File: src/rtl/console_pkg.sv
// Shared constants, control codes and FSM state type for the text console.
package console_pkg;

    localparam int unsigned COLS   = 80;
    localparam int unsigned ROWS   = 25;
    localparam int unsigned ADDR_W = 11;
    localparam int unsigned TAB_W  = 8;
    localparam int unsigned COL_W  = 7;
    localparam int unsigned ROW_W  = 5;

    localparam logic [7:0] CH_BS    = 8'h08;
    localparam logic [7:0] CH_TAB   = 8'h09;
    localparam logic [7:0] CH_LF    = 8'h0A;
    localparam logic [7:0] CH_FF    = 8'h0C;
    localparam logic [7:0] CH_CR    = 8'h0D;
    localparam logic [7:0] CH_SPACE = 8'h20;
    localparam logic [7:0] CH_DEL   = 8'h7F;

    typedef enum logic [1:0] {
        CLR_ALL  = 2'd0,
        IDLE     = 2'd1,
        CLR_LINE = 2'd2
    } state_t;

endpackage

File: src/rtl/text_console_ctrl_if.sv
// Byte-input handshake and text RAM write port of the console controller.
interface text_console_ctrl_if;
    import console_pkg::*;

    logic              in_valid;
    logic [7:0]        in_data;
    logic              in_ready;
    logic              mem_we;
    logic [ADDR_W-1:0] mem_addr;
    logic [7:0]        mem_wdata;

    modport master (
        output in_valid, in_data,
        input  in_ready, mem_we, mem_addr, mem_wdata
    );

    modport slave (
        input  in_valid, in_data,
        output in_ready, mem_we, mem_addr, mem_wdata
    );

endinterface

File: src/rtl/console_addr.sv
// Logical (row, col) plus row base -> physical text RAM address.
module console_addr
    import console_pkg::*;
(
    input  logic [ROW_W-1:0]  row,
    input  logic [COL_W-1:0]  col,
    input  logic [ROW_W-1:0]  base,
    output logic [ADDR_W-1:0] addr
);

    localparam logic [ROW_W:0] ROWS_EXT = (ROW_W+1)'(ROWS);

    logic [ROW_W:0]   sum;
    logic [ROW_W-1:0] phys;

    // Rotate row by base modulo ROWS, then row*80 as (r<<6)+(r<<4) plus column.
    always_comb begin
        sum  = {1'b0, row} + {1'b0, base};
        phys = (sum >= ROWS_EXT) ? ROW_W'(sum - ROWS_EXT) : sum[ROW_W-1:0];
        addr = (ADDR_W'(phys) << 6) + (ADDR_W'(phys) << 4) + ADDR_W'(col);
    end

endmodule

File: src/rtl/text_console_ctrl.sv
// Character-stream terminal controller for an 80x25 text RAM.
// Scrolls by rotating row_base and clearing the newly exposed row.
// Optional: define CONSOLE_FORMFEED_EN to make 0x0C home the cursor and clear the screen.
module text_console_ctrl
    import console_pkg::*;
(
    input  logic               clk,
    input  logic               rst_n,
    text_console_ctrl_if.slave bus,
    output logic [ROW_W-1:0]   row_base,
    output logic [COL_W-1:0]   cursor_x,
    output logic [ROW_W-1:0]   cursor_y,
    output logic               busy
);

    state_t            state;
    logic [ROW_W-1:0]  clr_row;
    logic [COL_W-1:0]  clr_col;

    logic [ROW_W-1:0]  a_row;
    logic [COL_W-1:0]  a_col;
    logic [ROW_W-1:0]  a_base;
    logic [ADDR_W-1:0] phys_addr;

    logic              acc;
    logic [COL_W-1:0]  nx;
    logic              nl;
    logic              wr;
    logic              ff;
    logic [7:0]        tab_nx;

    assign bus.in_ready = (state == IDLE);
    assign busy         = (state != IDLE);

    // Address source: cursor when idle, sweep counters while clearing.
    always_comb begin
        a_row  = cursor_y;
        a_col  = cursor_x;
        a_base = row_base;
        case (state)
            CLR_ALL: begin
                a_row  = clr_row;
                a_col  = clr_col;
                a_base = '0;
            end
            CLR_LINE: begin
                a_row  = ROW_W'(ROWS - 1);
                a_col  = clr_col;
            end
            default: ;
        endcase
    end

    console_addr u_addr (
        .row  (a_row),
        .col  (a_col),
        .base (a_base),
        .addr (phys_addr)
    );

    // Decode the accepted byte into cursor motion, write and newline requests.
    always_comb begin
        acc    = bus.in_valid && (state == IDLE);
        nx     = cursor_x;
        nl     = 1'b0;
        wr     = 1'b0;
        ff     = 1'b0;
        tab_nx = ({1'b0, cursor_x} | 8'(TAB_W - 1)) + 8'd1;
        if (acc) begin
            if (bus.in_data >= CH_SPACE && bus.in_data != CH_DEL) begin
                wr = 1'b1;
                if (cursor_x == COL_W'(COLS - 1)) begin
                    nx = '0;
                    nl = 1'b1;
                end else begin
                    nx = cursor_x + COL_W'(1);
                end
            end else if (bus.in_data == CH_CR) begin
                nx = '0;
            end else if (bus.in_data == CH_LF) begin
                nx = '0;
                nl = 1'b1;
            end else if (bus.in_data == CH_BS) begin
                if (cursor_x != '0) begin
                    nx = cursor_x - COL_W'(1);
                end
            end else if (bus.in_data == CH_TAB) begin
                if (tab_nx >= 8'(COLS)) begin
                    nx = '0;
                    nl = 1'b1;
                end else begin
                    nx = tab_nx[COL_W-1:0];
                end
`ifdef CONSOLE_FORMFEED_EN
            end else if (bus.in_data == CH_FF) begin
                ff = 1'b1;
`endif
            end
        end
    end

    // Controller FSM, cursor/row_base state and registered RAM write port.
    always_ff @(posedge clk or negedge rst_n) begin
        if (!rst_n) begin
            state         <= CLR_ALL;
            clr_row       <= '0;
            clr_col       <= '0;
            row_base      <= '0;
            cursor_x      <= '0;
            cursor_y      <= '0;
            bus.mem_we    <= 1'b0;
            bus.mem_addr  <= '0;
            bus.mem_wdata <= CH_SPACE;
        end else begin
            bus.mem_we <= 1'b0;
            case (state)
                CLR_ALL: begin
                    bus.mem_we    <= 1'b1;
                    bus.mem_addr  <= phys_addr;
                    bus.mem_wdata <= CH_SPACE;
                    if (clr_col == COL_W'(COLS - 1)) begin
                        clr_col <= '0;
                        if (clr_row == ROW_W'(ROWS - 1)) begin
                            clr_row <= '0;
                            state   <= IDLE;
                        end else begin
                            clr_row <= clr_row + ROW_W'(1);
                        end
                    end else begin
                        clr_col <= clr_col + COL_W'(1);
                    end
                end
                CLR_LINE: begin
                    bus.mem_we    <= 1'b1;
                    bus.mem_addr  <= phys_addr;
                    bus.mem_wdata <= CH_SPACE;
                    if (clr_col == COL_W'(COLS - 1)) begin
                        clr_col <= '0;
                        state   <= IDLE;
                    end else begin
                        clr_col <= clr_col + COL_W'(1);
                    end
                end
                IDLE: begin
                    if (acc) begin
                        if (wr) begin
                            bus.mem_we    <= 1'b1;
                            bus.mem_addr  <= phys_addr;
                            bus.mem_wdata <= bus.in_data;
                        end
                        if (ff) begin
                            cursor_x <= '0;
                            cursor_y <= '0;
                            row_base <= '0;
                            clr_row  <= '0;
                            clr_col  <= '0;
                            state    <= CLR_ALL;
                        end else begin
                            cursor_x <= nx;
                            if (nl) begin
                                if (cursor_y != ROW_W'(ROWS - 1)) begin
                                    cursor_y <= cursor_y + ROW_W'(1);
                                end else begin
                                    // Old top physical row becomes the new bottom row.
                                    row_base <= (row_base == ROW_W'(ROWS - 1)) ?
                                                '0 : row_base + ROW_W'(1);
                                    clr_col  <= '0;
                                    state    <= CLR_LINE;
                                end
                            end
                        end
                    end
                end
                default: state <= CLR_ALL;
            endcase
        end
    end

endmodule

File: src/flat_wrapper.sv
// flat-port wrapper written by rule: the top's interface ports become plain ports
module text_console_ctrl_flat import console_pkg::*;
  (clk, rst_n, row_base, cursor_x, cursor_y, busy, bus_in_valid, bus_in_data, bus_in_ready, bus_mem_we, bus_mem_addr, bus_mem_wdata);
  text_console_ctrl_if bus_i ();
  input  logic clk;
  input  logic rst_n;
  output logic [ROW_W-1:0] row_base;
  output logic [COL_W-1:0] cursor_x;
  output logic [ROW_W-1:0] cursor_y;
  output logic busy;
  input wire logic [$bits(bus_i.in_valid)-1:0] bus_in_valid;
  input wire logic [$bits(bus_i.in_data)-1:0] bus_in_data;
  output wire logic [$bits(bus_i.in_ready)-1:0] bus_in_ready;
  output wire logic [$bits(bus_i.mem_we)-1:0] bus_mem_we;
  output wire logic [$bits(bus_i.mem_addr)-1:0] bus_mem_addr;
  output wire logic [$bits(bus_i.mem_wdata)-1:0] bus_mem_wdata;
  assign bus_i.in_valid = bus_in_valid;
  assign bus_i.in_data = bus_in_data;
  assign bus_in_ready = bus_i.in_ready;
  assign bus_mem_we = bus_i.mem_we;
  assign bus_mem_addr = bus_i.mem_addr;
  assign bus_mem_wdata = bus_i.mem_wdata;
  text_console_ctrl u_core (.clk(clk), .rst_n(rst_n), .bus(bus_i), .row_base(row_base), .cursor_x(cursor_x), .cursor_y(cursor_y), .busy(busy));
endmodule
File: config.mk
export PLATFORM = sky130hd
export DESIGN_NAME = text_console_ctrl_flat
export DESIGN_NICKNAME = d
export VERILOG_FILES = /design/src/rtl/console_pkg.sv /design/src/rtl/text_console_ctrl_if.sv /design/src/rtl/console_addr.sv /design/src/rtl/text_console_ctrl.sv /design/src/flat_wrapper.sv
export SDC_FILE = /design/constraint.sdc
export NUM_CORES = 1
export LEC_CHECK = 0
export CORE_ASPECT_RATIO = 0.5
export CORE_MARGIN = 2
export CORE_UTILIZATION = 50
export CTS_CLUSTER_SIZE = 25
export DETAILED_ROUTE_END_ITERATION = 8
export DONT_BUFFER_PORTS = 1
export GPL_TIMING_DRIVEN = 0
export PLACE_DENSITY = 0.79
export SETUP_SLACK_MARGIN = 0.02
export SLEW_MARGIN = 0
export SYNTH_ARGS = -nofsm -noshare
export SYNTH_HDL_FRONTEND = slang
export SYNTH_HIERARCHICAL = 1
export SYNTH_SLANG_ARGS = --single-unit
File: constraint.sdc
create_clock -name clk -period 4.6 [get_ports clk]
set_clock_uncertainty 0.1 [all_clocks]
set_input_delay 0.92 -clock clk [delete_from_list [all_inputs] [get_ports clk]]
set_output_delay 0.92 -clock clk [all_outputs]
set_load 0.01 [all_outputs]
# Word-level counts from Yosys, hierarchy flattened
# Cells that the tools add are included.
dict set report totals {
  reg_bits 51
  inputBits 11
  output_inout_bits 39
  wordCells 104
}
dict set report classes {
  add_sub_neg 11
  n_lt_le_gt_ge 3
  n_eq_ne 21
  n_mux 45
  n_bitwise 1
  n_reduce_logical 14
}
# operator n
set op_table {}
lappend op_table {{7-bit 2-to-1 mux} 13}
lappend op_table {{8-bit by 4-bit equality test with 1-bit output (second input constant)} 4}
lappend op_table {{11-bit 2-to-1 mux} 2}
lappend op_table {{11-bit one-hot mux with 2 select lines} 1}
lappend op_table {{5-bit 2-to-1 mux} 4}
lappend op_table {{8-bit 2-to-1 mux} 2}
lappend op_table {{8-bit one-hot mux with 2 select lines} 1}
lappend op_table {{4-bit AND reduction} 4}
lappend op_table {{5-bit by 1-bit adder with 5-bit output (second input constant)} 3}
lappend op_table {{7-bit by 1-bit adder with 7-bit output (second input constant)} 2}
lappend op_table {{7-bit equality test (second input constant)} 2}
lappend op_table {{2-bit by 1-bit inequality test with 1-bit output (second input constant)} 7}
lappend op_table {{7-bit one-hot mux with 2 select lines} 1}
lappend op_table {{1-bit 2-to-1 mux} 12}
lappend op_table {{2-bit 2-to-1 mux} 6}
lappend op_table {{11-bit by 7-bit adder with 11-bit output} 1}
lappend op_table {{11-bit by 9-bit adder with 11-bit output} 1}
lappend op_table {{5-bit equality test (second input constant)} 2}
lappend op_table {{5-bit one-hot mux with 2 select lines} 1}
lappend op_table {{7-bit by 1-bit adder with 8-bit output (second input constant)} 1}
lappend op_table {{8-bit by 6-bit greater-or-equal comparator with 1-bit output (second input constant)} 1}
lappend op_table {{8-bit by 7-bit greater-or-equal comparator with 1-bit output (second input constant)} 1}
lappend op_table {{8-bit by 7-bit inequality test with 1-bit output (second input constant)} 1}
lappend op_table {{7-bit nonzero test} 1}
lappend op_table {{other kinds (20)} 21}

# Longest topological paths before layout
dict set report depth {
  depth_word 12
  depth_mapped 21
  mapped_depth_nobuf 19
}

# Cells and area by module
# The synthesis kept the hierarchy.
# mod n_inst cells_each area_per_inst_um2 seq_area_each_um2
set by_module_without_submodules {}
lappend by_module_without_submodules {text_console_ctrl 1 357 3076.7 1277.5}
lappend by_module_without_submodules {console_addr 1 68 614.3 0.0}

# Worst setup path after synthesis
# No wires, ideal clock.
dict set report synth_path {
  kind {register to register}
  startpoint {reg u_core.state[0]}
  endpoint {reg u_core.bus.mem_addr[9]}
  setup_ps 65
  arrival_ps 4477
  t_required_ps 4435
  setup_slack_ps -42
  stages_incl_launch_ff 21
  n_path_buf 2
  synth_period_minus_slack_ps 4642
  cell_sequence {dfrtp_1 > clkbuf_1 > clkbuf_1 > o31ai_1 > ha_1 > fa_1 > inv_1 > ha_1 > nand2b_1 > nor3_1 > o31ai_4 > nor2_2 > mux2_4 > ha_1 > ha_1 > fa_1 > a21o_1 > a21oi_1 > xnor2_1 > nand2_1 > nand2_1}
}
dict set report synth_via {
  elab_chain_cells 10
  word_cells_on_any_way 22
  classes_between {4 x add/sub; 1 x order compare; 4 x eq/ne; 8 x mux; 5 x reduce/logical}
}
# element line
set synth_rtl {}
lappend synth_rtl {{from (decl)} text_console_ctrl.sv:16} ;# state_t state;
lappend synth_rtl {{from (signal assigned)} text_console_ctrl.sv:105} ;# state <= CLR_ALL;
lappend synth_rtl {{from (signal assigned)} text_console_ctrl.sv:125} ;# state <= IDLE;
lappend synth_rtl {{from (signal assigned)} text_console_ctrl.sv:139} ;# state <= IDLE;
lappend synth_rtl {{2-bit equality test or 2-bit logical NOT (tied branches)} text_console_ctrl.sv:40} ;# case (state)
lappend synth_rtl {{5-bit one-hot mux with 2 select lines (*)} text_console_ctrl.sv:40}
lappend synth_rtl {{net u_core.a_row[0]} text_console_ctrl.sv:20} ;# logic [ROW_W-1:0] a_row;
lappend synth_rtl {{5-bit by 5-bit adder with 6-bit output (*)} console_addr.sv:18} ;# sum = {1'b0, row} + {1'b0, base};
lappend synth_rtl {{5-bit subtractor or 6-bit by 5-bit greater-or-equal comparator with 1-bit output (tied branches)} console_addr.sv:19} ;# phys = (sum >= ROWS_EXT) ? ROW_W'(sum - ROWS_EXT) : sum[ROW_W-1:0];
lappend synth_rtl {{5-bit 2-to-1 mux (*)} console_addr.sv:19}
lappend synth_rtl {{11-bit by 9-bit adder with 11-bit output (*)} console_addr.sv:20} ;# addr = (ADDR_W'(phys) << 6) + (ADDR_W'(phys) << 4) + ADDR_W'(col);
lappend synth_rtl {{11-bit by 7-bit adder with 11-bit output (*)} console_addr.sv:20}
lappend synth_rtl {{net u_core.phys_addr[9]} text_console_ctrl.sv:23} ;# logic [ADDR_W-1:0] phys_addr;
lappend synth_rtl {{11-bit 2-to-1 mux} text_console_ctrl.sv:146} ;# if (wr) begin
lappend synth_rtl {{11-bit 2-to-1 mux} text_console_ctrl.sv:145} ;# if (acc) begin
lappend synth_rtl {{11-bit one-hot mux with 2 select lines (*)} text_console_ctrl.sv:116} ;# case (state)
lappend synth_rtl {{to (signal assigned)} text_console_ctrl.sv:119} ;# bus.mem_addr <= phys_addr;
lappend synth_rtl {{to (signal assigned)} text_console_ctrl.sv:135} ;# bus.mem_addr <= phys_addr;
lappend synth_rtl {{to (signal assigned)} text_console_ctrl.sv:148} ;# bus.mem_addr <= phys_addr;
lappend synth_rtl {{to (decl)} text_console_ctrl_if.sv:19} ;# output in_ready, mem_we, mem_addr, mem_wdata
# Mark *: on every way through the listed nets, which the timed path passes. The rest lies on a longest branch. The select of a mux whose other input is x is not followed.
# A chain may end at the register's enable or synchronous reset.

# Worst setup path after layout
# Ends and elaborated chain as after synthesis.

==> flow_metrics.tcl <==
set metrics [dict create \
    status "complete, no violations" \
    final_antenna_net_count 0 \
    grt_pass1_wl_um 14800 \
    fp.dieH_um 64.8 \
    drcViolationCount 0 \
    power.density_nw_per_um2 206 \
    synth_cell_types 72 \
    arrival_ps 4610 \
    cts-hold-fix-buffers 0 \
    grt_max_degree 52 \
    synth_top_area_cell "dfrtp_1" \
    netlist_area_sq_um 3690 \
    power_uw 852 \
    post-route-min-period_ps 4470 \
    track_usage_pct 22.4 \
    setup_viol 0 \
    drt-wirelength-per-cell_um 16.4 \
    p_leak_nw 1.79 \
    layout.cells.non_filler 535 \
    rr_endpoint "u_core/bus.mem_addr[9]" \
    fin_nets 479 \
    relSlewSlack_pct 47.7 \
    cts_root_buf "clkbuf_16" \
    cp_data_required_time_ps 4740 \
    critPathLaunchType "flop" \
    avgSynthCellArea_sq_um 8.68 \
    path_class "flop to flop" \
    fin_area_sq_um 4140 \
    area_growth_pct 12.1 \
    hold_path_class "primary input to async pin" \
    synth.most_common_cell "nand2_1" \
    clock-sinks 51 \
    place_hpwl_um 6260 \
    portBuffers 0 \
    critPathMaxFanout 10 \
    fp-row-count 22 \
    placed_cells 521 \
    ys_ff_latch 51 \
    grt-ovfl-total 0 \
    whs_ps 212 \
    antenna_found_initial 0 \
    final-hold-violation-count 0 \
    timing.final.ws_setup_ps 131 \
    core_region_area_sq_um 7240 \
    vias_per_cell 5.95 \
    synth-main-ff-cell "dfrtp_1" \
    drt-total-wl_um 8750 \
    io_pins 50 \
    seq_area_frac_synth_pct 34.6 \
    synthesis.instances 425 \
    fp.dieW_um 126 \
    end_kind "flop" \
    clk_pin_slew_ps 80 \
    peakVddDrop_v 0.000128 \
    ys_warn_count 6 \
    initial_core_util_pct 51.0 \
    ys_top_cells_by_area "dfrtp_1 (34%), ha_1 (9.2%), nand2_1 (7.7%), xnor2_1 (3.3%), o21ai_0 (3.0%)" \
    dpl_cell_area_sq_um 3810 \
    worstReg2RegStart "u_core/state[0]" \
    drt_iter0_drc 327 \
    drive_above_1_share_pct 16.2 \
    synthArstFlopShare_pct 100 \
    synth_edf_count 0 \
    clock_path_buffers 2 \
    antenna_cells 0 \
    period_share_pct 97.2 \
    slew_violations 0 \
    clk_latency_ps 300 \
    grt_pass1_vias 3031 \
    rsz0062_at_grt "true" \
    yosys-top-cells-count "nand2_1 (76), dfrtp_1 (50), ha_1 (27), o21ai_0 (22), nor2_1 (21)" \
    htree_num_levels 2 \
    numCtsBuffers 5 \
    cts_tree "done" \
    max_slew.worst_pin.slew_ps 777 \
    gp_congestion 0.887 \
    drtPass1Iterations 5 \
    fmax_mhz 224 \
    syn-num-nets 466 \
    num_vias 3182 \
    synth_top_cell_area_share_pct 33.9 \
    pre_cts_ws_ps -530 \
    r2r_cells 21 \
    cap_viol_max_count 0 \
    die_area_sq_um 8130 \
    reg2reg_slack_ps 130 \
]
[metal layers]
metal	wire [um]	part of all wire, %	track usage (%)	vias up
li1	-	-	-	1536
met1	3960	45	29.9	1538
met2	4130	47	36.5	99
met3	591	6.8	6.03	9
met4	66	0.75	5.97	0
met5	0	0	0	-
[kinds of logic after synthesis]
| group | after synthesis | synth area share (%) |
|---|---|---|
| buf+inv | 45 | 5.36 |
| flops | 51 | 34.6 |
| mux | 12 | 3.69 |
| fa+ha+maj | 30 | 10.8 |
| compound gates | 94 | 17.0 |
| simple gates | 175 | 24.1 |
| xor+xnor | 18 | 4.47 |
[worst max-delay path: stages (launching register included)]
cell and delay [ps]:
dfrtp_2 430, buf_8 150, clkbuf_8 170, nand2_2 80, o31ai_4 70, ha_2 210
fa_1 520, inv_2 50, ha_1 200, nand2b_4 150, nor3_2 180, o31ai_4 90
nor2_2 210, mux2_4 340, ha_1 280, ha_1 240, fa_2 350, a21o_1 180
a21oi_1 170, xnor2_1 140, nand2_1 60, nand2_1 70
[power by group]
part | switching (mW) | leakage [nW] | total (mW) | internal [mW]
registers | 0 | 0.622 | 0.448 | 0.448
logic | 0.00869 | 1.09 | 0.0137 | 0.00506
clock network | 0.183 | 0.0759 | 0.391 | 0.208
total | 0.191 | 1.79 | 0.852 | 0.661
[through the flow]
step,setup TNS [ps],util [%]
2_1_floorplan,0,-
3_3_place_gp,-1230,52.7
3_5_place_dp,-1450,52.7
4_1_cts,0,56.4
5_1_grt,-20.3,57.2
6_report,0,57.2
[state kept, by name, indices dropped and copies added (netlist names)]
| signal | flops |
|---|---|
| u_core/bus.mem_addr | 11 |
| u_core/bus.mem_wdata | 8 |
| u_core/bus.mem_we | 1 |
| u_core/clr_col | 7 |
| u_core/clr_row | 5 |
| u_core/cursor_x | 7 |
| u_core/cursor_y | 5 |
| u_core/row_base | 5 |
| u_core/state | 2 |
[how the worst max path moves through the flow]
stage | from | endpoint | cells past startpoint
final | u_core/state[0] | u_core/bus.mem_addr[9] | 21
after global routing | u_core/state[0] | u_core/bus.mem_addr[9] | 21
after CTS | u_core/state[0] | u_core/bus.mem_addr[10] | 21
after detailed placement | u_core/state[0] | u_core/bus.mem_addr[10] | 20
after global placement | u_core/state[0] | u_core/bus.mem_addr[10] | 20
after floorplan | u_core/state[0] | u_core/bus.mem_addr[9] | 20
[cells in the final DEF, fill, tap and decap left out, types with 8 or more instances in the layout]
cell / count
nor3_1: 8
nor2_1: 20
a21oi_1: 18
ha_1: 25
xnor2_1: 12
nand2_1: 75
clkbuf_1: 10
dfrtp_1: 49
inv_1: 18
o21ai_0: 21
nand3_1: 20
buf_4: 11
mux2_2: 8
[final cells by class]
type | instances | area, sq um
clock buffers | 5 | 125
clock inverters | 3 | 28.8
flip-flops and latches | 51 | 1280
plain buffers | 24 | 148
multi-input cells | 329 | 2310
repair buffers | 7 | 52.6
fillers | 610 | 3100
inverters | 20 | 75.1
well taps | 96 | 120
[repair_timing]
action,in CTS,in global routing
setup endpoints to repair,5,3
pin swaps,8,10
setup buffers,5,2
gates resized for setup,21,10
Note: power is estimated with default switching activity, not from simulation.
